`src/rtl/sha3_512_unpadder.sv`:
```
// sha3_512_unpadder
//   Receive-side counterpart of the SHA3-512 padder. Takes one padded
//   72-byte rate block, checks the Keccak padding (domain byte 0x06, final
//   bit 0x80, or the merged 0x86 when the message fills 71 bytes), recovers
//   the message length by scanning backward from the block end, and streams
//   the message out as 64-bit words.
//
// Ports
//   clk, reset        clock, synchronous active-high reset
//   in_block[575:0]   padded block, byte i = in_block[575-8i -: 8]
//   in_valid/in_ready block handshake
//   out_data[63:0]    message word, first byte in [63:56], unused bytes 0
//   out_valid/out_ready word handshake
//   out_last          high with the final word of the message
//   out_bytes[3:0]    valid bytes in the current word (1..8)
//   done              one-cycle pulse at the end of each block
//   err               padding error, qualified by done
//   msg_len[6:0]      recovered length, qualified by done, 0 on error
//
// Handshake semantics: a transfer happens on a rising clk edge where
// valid and ready are both high. valid never depends combinationally on
// ready; once out_valid is high, out_data/out_last/out_bytes hold until
// the word is taken.
//
// The FSM state is held in state_q (type state_t) for checker binding.

module sha3_512_unpadder (
  input  logic         clk,
  input  logic         reset,
  input  logic [575:0] in_block,
  input  logic         in_valid,
  output logic         in_ready,
  output logic [63:0]  out_data,
  output logic         out_valid,
  input  logic         out_ready,
  output logic         out_last,
  output logic [3:0]   out_bytes,
  output logic         done,
  output logic         err,
  output logic [6:0]   msg_len
);

  typedef enum logic [2:0] {
    S_IDLE  = 3'd0,
    S_CHECK = 3'd1,
    S_SCAN  = 3'd2,
    S_EMIT  = 3'd3,
    S_DONE  = 3'd4,
    S_ERR   = 3'd5
  } state_t;

  state_t         state_q, state_d;
  logic [575:0]   buf_q, buf_d;
  logic [6:0]     idx_q, idx_d;
  logic [6:0]     len_q, len_d;
  logic [3:0]     wcnt_q, wcnt_d;

  // Byte view of the buffer: buf_bytes[i] is message byte i.
  logic [7:0]     buf_bytes [0:71];
  logic [7:0]     scan_byte;
  logic [7:0]     tail_byte;
  logic [3:0]     nw;
  logic           last_word;
  logic [6:0]     pos;

  always_comb begin
    for (int i = 0; i < 72; i++) begin
      buf_bytes[i] = buf_q[575-8*i -: 8];
    end
  end

  assign scan_byte = buf_bytes[idx_q];
  assign tail_byte = buf_bytes[71];
  // Word count ceil(len/8); len never exceeds 71, so len+7 fits in 7 bits.
  assign nw        = 4'((len_q + 7'd7) >> 3);
  assign last_word = (wcnt_q == (nw - 4'd1));

  // State register
  always_ff @(posedge clk) begin
    if (reset) begin
      state_q <= S_IDLE;
      buf_q   <= '0;
      idx_q   <= '0;
      len_q   <= '0;
      wcnt_q  <= '0;
    end else begin
      state_q <= state_d;
      buf_q   <= buf_d;
      idx_q   <= idx_d;
      len_q   <= len_d;
      wcnt_q  <= wcnt_d;
    end
  end

  // Next-state and datapath update
  always_comb begin
    state_d = state_q;
    buf_d   = buf_q;
    idx_d   = idx_q;
    len_d   = len_q;
    wcnt_d  = wcnt_q;
    case (state_q)
      S_IDLE: begin
        if (in_valid) begin
          buf_d   = in_block;
          wcnt_d  = '0;
          state_d = S_CHECK;
        end
      end
      S_CHECK: begin
        if (tail_byte == 8'h86) begin
          // Domain byte and final bit share byte 71: 71-byte message.
          len_d   = 7'd71;
          state_d = S_EMIT;
        end else if (tail_byte == 8'h80) begin
          idx_d   = 7'd70;
          state_d = S_SCAN;
        end else begin
          state_d = S_ERR;
        end
      end
      S_SCAN: begin
        if (scan_byte == 8'h00) begin
          if (idx_q != 7'd0) begin
            idx_d = idx_q - 7'd1;
          end else begin
            state_d = S_ERR;
          end
        end else if (scan_byte == 8'h06) begin
          len_d   = idx_q;
          state_d = (idx_q != 7'd0) ? S_EMIT : S_DONE;
        end else begin
          state_d = S_ERR;
        end
      end
      S_EMIT: begin
        if (out_ready) begin
          wcnt_d = wcnt_q + 4'd1;
          if (last_word) begin
            state_d = S_DONE;
          end
        end
      end
      S_DONE: begin
        wcnt_d  = '0;
        state_d = S_IDLE;
      end
      S_ERR: begin
        wcnt_d  = '0;
        state_d = S_IDLE;
      end
      default: begin
        state_d = S_IDLE;
      end
    endcase
  end

  // Outputs, decoded from the registered state
  always_comb begin
    in_ready  = (state_q == S_IDLE);
    out_valid = (state_q == S_EMIT);
    out_data  = '0;
    out_last  = 1'b0;
    out_bytes = '0;
    done      = 1'b0;
    err       = 1'b0;
    msg_len   = '0;
    pos       = '0;
    case (state_q)
      S_EMIT: begin
        for (int j = 0; j < 8; j++) begin
          pos = {wcnt_q, 3'b000} + 7'(j);
          // Bytes at or past the message end are padding; blank them.
          out_data[63-8*j -: 8] = (pos < len_q) ? buf_bytes[pos] : 8'h00;
        end
        out_last  = last_word;
        out_bytes = last_word ? 4'(len_q - {wcnt_q, 3'b000}) : 4'd8;
      end
      S_DONE: begin
        done    = 1'b1;
        msg_len = len_q;
      end
      S_ERR: begin
        done = 1'b1;
        err  = 1'b1;
      end
      default: begin
      end
    endcase
  end

endmodule
```
`config.mk`:
```
export PLATFORM = sky130hd
export DESIGN_NAME = sha3_512_unpadder
export DESIGN_NICKNAME = d
export VERILOG_FILES = /design/src/rtl/sha3_512_unpadder.sv
export SDC_FILE = /design/constraint.sdc
export NUM_CORES = 2
export LEC_CHECK = 0
export ABC_CLOCK_PERIOD_IN_PS = 7000
export CELL_PAD_IN_SITES_DETAIL_PLACEMENT = 1
export CELL_PAD_IN_SITES_GLOBAL_PLACEMENT = 1
export CORE_MARGIN = 8
export CORE_UTILIZATION = 30
export CTS_CLUSTER_DIAMETER = 30
export CTS_CLUSTER_SIZE = 10
export DETAILED_ROUTE_END_ITERATION = 8
export GPL_TIMING_DRIVEN = 0
export PLACE_DENSITY = 0.74
export SLEW_MARGIN = 10
export SYNTH_ARGS = -nofsm -noshare
export SYNTH_HDL_FRONTEND = slang
export SYNTH_SLANG_ARGS = --single-unit
```
`constraint.sdc`:
```
create_clock -name clk -period 7 [get_ports clk]
set_clock_uncertainty 0.05 [all_clocks]
set_input_delay 1.75 -clock clk [delete_from_list [all_inputs] [get_ports clk]]
set_output_delay 1.75 -clock clk [all_outputs]
set_load 0.05 [all_outputs]
```
### After elaboration in Yosys (flattened, before gate mapping)

Cells that the tools add are included.

| storage, ports and cells | value |
|---|---|
| logic and storage cells | 138 |
| output and inout port bits | 80 |
| bits of input ports | 580 |
| flip-flop bits (word level) | 597 |

| cells by class | value |
|---|---|
| multiplexer cells | 64 |
| equal/unequal tests | 20 |
| add/sub/neg operators | 12 |
| reduce and logical (&&, ||, !) cells | 11 |
| magnitude comparators | 17 |
| bitwise logic cells | 9 |

Operator list:

| cell | count |
|---|---|
| $bmux 8 s7 | 9 |
| $mux 8 | 26 |
| $ge 8x8->1 const B | 9 |
| $not 7->8 | 9 |
| $mux 64 | 1 |
| $lt 7x7->1 | 8 |
| $mux 7 | 8 |
| $add 7x3->7 const B | 5 |
| $pmux 7 s2 | 2 |
| $mux 3 | 9 |
| $eq 8x8->1 const B | 2 |
| $mux 4 | 4 |
| $ne 2x2->1 const B | 8 |
| $add 7x2->7 const B | 2 |
| $pmux 3 s4 | 1 |
| $pmux 4 s3 | 1 |
| $eq 8x3->1 const B | 1 |
| $logic_not 8->1 | 1 |
| $reduce_and 4->1 | 2 |
| $add 7x1->7 const B | 1 |
| $reduce_bool 7->1 | 1 |
| $sub 7x1->7 const B | 1 |
| $eq 3x2->1 const B | 2 |
| $eq 3x3->1 const B | 2 |
| other kinds (15) | 18 |

### Logic depth before layout (Yosys ltp)

| logic depth | value |
|---|---|
| depth in word-level cells | 8 |
| gate-level depth with buffers | 16 |
| mapped depth without buffers | 11 |

### Worst setup path after synthesis

No wires, ideal clock.

| timing | value |
|---|---|
| path kind | flip-flop to output port |
| start | reg len_q[1] |
| end | out out_bytes[0] |
| path slack | 1286 ps |
| path buffers | 1 |
| arrival time | 3914 ps |
| required time | 5200 ps |
| stages on the path, launching flop included | 11 |
| cells stage by stage | dfxtp_1 -> clkbuf_1 -> or4_1 -> nand2_1 -> ha_1 -> xor2_1 -> xnor2_1 -> nor4_1 -> a21oi_1 -> nor4_1 -> and2_1 |

| on the way | value |
|---|---|
| cells in the longest elaborated chain, start to end | 5 |

Ends and longest elaborated chain:

| item | line | source |
|---|---|---|
| start, declared | 55 | `logic [6:0] len_q, len_d;` |
| start signal, assigned | 90 | `len_q <= len_d;` |
| $add 7x3->7 | 75 | `assign nw = 4'((len_q + 7'd7) >> 3);` |
| $sub 4x1->4 | 76 | `assign last_word = (wcnt_q == (nw - 4'd1));` |
| $eq 4x4->1 | 76 |  |
| $mux 4 | 177 | `out_bytes = last_word ? 4'(len_q - {wcnt_q, 3'b000}) : 4'd8;` |
| $mux 4 | 169 | `case (state_q)` |
| end, declared | 37 | `output logic [3:0] out_bytes,` |

Every way passes these cells.

### Worst setup path in the final report

| timing | value |
|---|---|
| start | reg wcnt_q[0] |
| end | out out_data[30] |

| on the way | value |
|---|---|
| cells in the longest elaborated chain, start to end | 7 |
| elaborated cells on any way between the ends | 8 |
| those cells by class | add/sub: 1; order compare: 1; mux: 5; bitwise: 1 |

Ends and longest elaborated chain:

| item | line | source |
|---|---|---|
| start, declared | 56 | `logic [3:0] wcnt_q, wcnt_d;` |
| start signal, assigned | 91 | `wcnt_q <= wcnt_d;` |
| $add 7x3->7 (*) | 172 | `pos = {wcnt_q, 3'b000} + 7'(j);` |
| $not 7->8 (not written as such) | 174 | `out_data[63-8*j -: 8] = (pos < len_q) ? buf_bytes[pos] : 8'h00;` |
| $bmux 8 s7 | 174 |  |
| $mux 8 (not written as such) (2 in a row) | 174 |  |
| $mux 8 (*) | 174 |  |
| $mux 64 (*) | 169 |  |
| end, declared | 33 | `output logic [63:0] out_data,` |

Every way passes the cells marked *; elsewhere a longest branch is shown, timed or not. The select of a mux whose other input is x is not followed.

==> out/metrics.yaml <==
clocking:
  clk_latency_ns: 0.77
  htree_num_levels: 4
  hold_buffers: 0
  numClockSinks: 597
  cts_max_path_buffers: 3
  cts_made_buffers: 150
  cts_tree: "yes"
  clkTransAtPathRegs_ns: 0.04
  clock-root-buffer: "clkbuf_16"
yosys:
  ys_types: 72
  synth_most_common_cell: "nand2_1"
  synth_cells: 3682
  synth_area_leaders: "dfxtp_1, nand2_1, mux4_2"
  postSynthAreaPerCell_um2: 8.05
  synth-seq-cells: 597
  ys_warn_count: 0
  synth_fp_nets: 4271
  syn_area_mm2: 0.0297
  synth_top_area_share_pct: 40.3
  synth-main-ff-cell: "dfxtp_1"
  yosysSeqAreaShare_pct: 40.3
  synth_edf_count: 0
  synth_top_cell_by_area: "dfxtp_1"
  ys_async_sr_fraction_pct: 0
  synth_commonest_cells: "nand2_1, a21oi_1, dfxtp_1"
detailed_routing:
  ant_nets: 0
  drc: 0
  dr_total_vias: 34300
  drt-wirelength-per-cell_um: 33.4
  drt_wl_total_um: 197000
  via_per_inst: 5.80
  drtIter0Drc: 3865
  drtPass1Iterations: 7
worst_setup_path:
  worstSetupPathType: "register to output port"
  required_ns: 5.20
  r2r-start: "idx_q[1]$_SDFFE_PP0P_"
  worstPathMaxFanout: 10
  crit_path_end_kind: "output port"
  r2r-end: "len_q[3]$_SDFFE_PP0P_"
  crit_arrival_ns: 5.21
  reg2reg_slack_ns: 2.01
  crit_path_start_kind: "register"
  ff2ff_path_depth: 14
  setup.worst_path.start: "wcnt_q[0]$_SDFFE_PP0P_"
floorplanning:
  core_mm2: 0.0981
  fp.dieArea_mm2: 0.109
  die_h_um: 330
  start_util_pct: 30.2
  die_w_um: 330
  ioPinCount: 660
  rows: 115
final_layout:
  finalCoreUtilization_pct: 44.1
  fin_cells: 5908
  drive_gt1_share_pct: 10.8
  area_growth_syn_to_layout_pct: 46.0
  nets: 5083
power_and_ir_drop:
  powerDensity_mw_per_mm2: 300
  leakagePower_nw: 15.2
  max-vdd-ir-drop_v: 0.000174
placement:
  place_congestion: 1.03
  port_buffers: 658
  dp_hpwl_um: 157000
  dp_cells: 5629
  place_ws_ns: 0.277
timing:
  max_freq_mhz: 143
  slew_headroom_pct: 11.6
  rsz0062_at_grt: "false"
  hold_violations: 0
  fin_crit_ns: 7.01
  min_period_over_period_pct: 100
  worst_pin_slew_ns: 1.33
  drv_slew: 0
  setup_viol: 1
  setup_ws_ns: -0.00523
run_status:
  outcome: "finished, violations left"
  violations: "negative setup slack"
grt:
  grt.overflow.total: 0
  grt_pass1_vias: 35300
  grt_max_degree: 17
  grt_pass1_wl_um: 268000
  grt_usage_pct: 34.7
  antenna_found_initial: 10
run:
  cap_violations: 0
min_path:
  hold_start: "buf_bytes[63]$_SDFFE_PP0P_"
  hold_end: "buf_bytes[63]$_SDFFE_PP0P_"
  hold_path_class: "register to register"
  hold_path_depth: 2
==> area by class of cell <==
| type | count | area, µm² |
|---|---|---|
| sequential | 597 | 12000 |
| antenna | 5 | 12.5 |
| inverter | 12 | 45.0 |
| buffer | 308 | 1290 |
| timing repair buffer | 660 | 6620 |
| clock buffer | 186 | 4110 |
| multi-input combinational | 2765 | 16400 |
| tap | 1287 | 1610 |
| fill | 11600 | 54800 |
| clock inverter | 88 | 1260 |
==> placed cells by master (no fill, tap or decap), types with 23 or more instances in the layout <==
master and n:
nand2_1 1182, clkbuf_16 151, mux4_2 170, dfxtp_1 597, nor3_1 82, clkdlybuf4s50_1 658, a21oi_1 692, clkinv_2 25
clkbuf_1 249, a211oi_1 43, mux2i_1 80, nor2_1 235, buf_1 23
==> worst max path at each step <==
stage / to / slack (ns)
3_5_place_dp: out_data[30] / 0.28
2_1_floorplan: out_bytes[0] / 1.29
3_3_place_gp: out_data[27] / 0.28
5_1_grt: out_data[30] / 0.02
4_1_cts: out_data[55] / 0.07
6_report: out_data[30] / -0.005
==> state kept, by name, indices dropped and copies added, names as in the netlist <==
| signal | flops |
|---|---|
| idx_q | 7 |
| buf_bytes | 576 |
| state_q | 3 |
| wcnt_q | 4 |
| len_q | 7 |
==> through the flow <==
stage | power (mW) | hold WS [ns] | TNS (ns) | area [µm²]
floorplan | 4.59 | 0.391 | 0 | 29700
global placement | 5.59 | 0.405 | 0 | 37900
detailed placement | 5.62 | 0.411 | 0 | 37900
CTS | 12.9 | 0.416 | 0 | 43300
global route | 13.3 | 0.441 | 0 | 43300
finish | 13.0 | 0.420 | -0.00523 | 43300
==> report_power, final <==
part / switching (mW) / internal [mW]
clock: 2.41 / 4.93
sequential: 0.325 / 3.65
combinational: 1.01 / 0.670
total: 3.75 / 9.25
==> routing by layer <==
metal / vias up / wire, µm / GRT usage [%] / share of wire (%)
li1: 14500 / - / - / -
met3: 540 / 20100 / 10.2 / 10
met1: 17100 / 76500 / 42.5 / 39
met2: 2183 / 88300 / 55.0 / 45
met5: - / 53 / 0 / 0.027
met4: 8 / 12000 / 18.7 / 6.1
==> critical path, stage by stage (launching register included) <==
cell and delay (ns):
dfxtp_1 0.37, clkbuf_1 0.75, clkbuf_2 0.63, clkbuf_2 0.49
mux4_2 0.39, mux2i_1 0.13, nor2_1 0.28, a21oi_1 0.07
nor2_1 0.40, clkdlybuf4s50_1 0.90
==> timing repair <==
item | in CTS | in global routing
setup buffers | 0 | 0
hold endpoints to repair | 0 | 0
endpoints found under the setup margin | 52 | 11
pin swaps | 0 | 0
gates resized for setup | 7 | 8
==> logic make-up (layout without fill, tap and decap cells) <==
| kind of cell | after synthesis | count (layout) | synth area share, % |
|---|---|---|---|
| compound gates | 866 | 866 | 16.3 |
| buf+inv | 320 | 1254 | 4.45 |
| simple gates | 1625 | 1625 | 22.2 |
| fa+ha+maj | 9 | 9 | 0.380 |
| flops | 597 | 597 | 40.3 |
| mux | 257 | 257 | 16.2 |
| xor+xnor | 8 | 8 | 0.236 |
| other cells | 0 | 5 | 0 |
(Power assumes the default switching activity.)
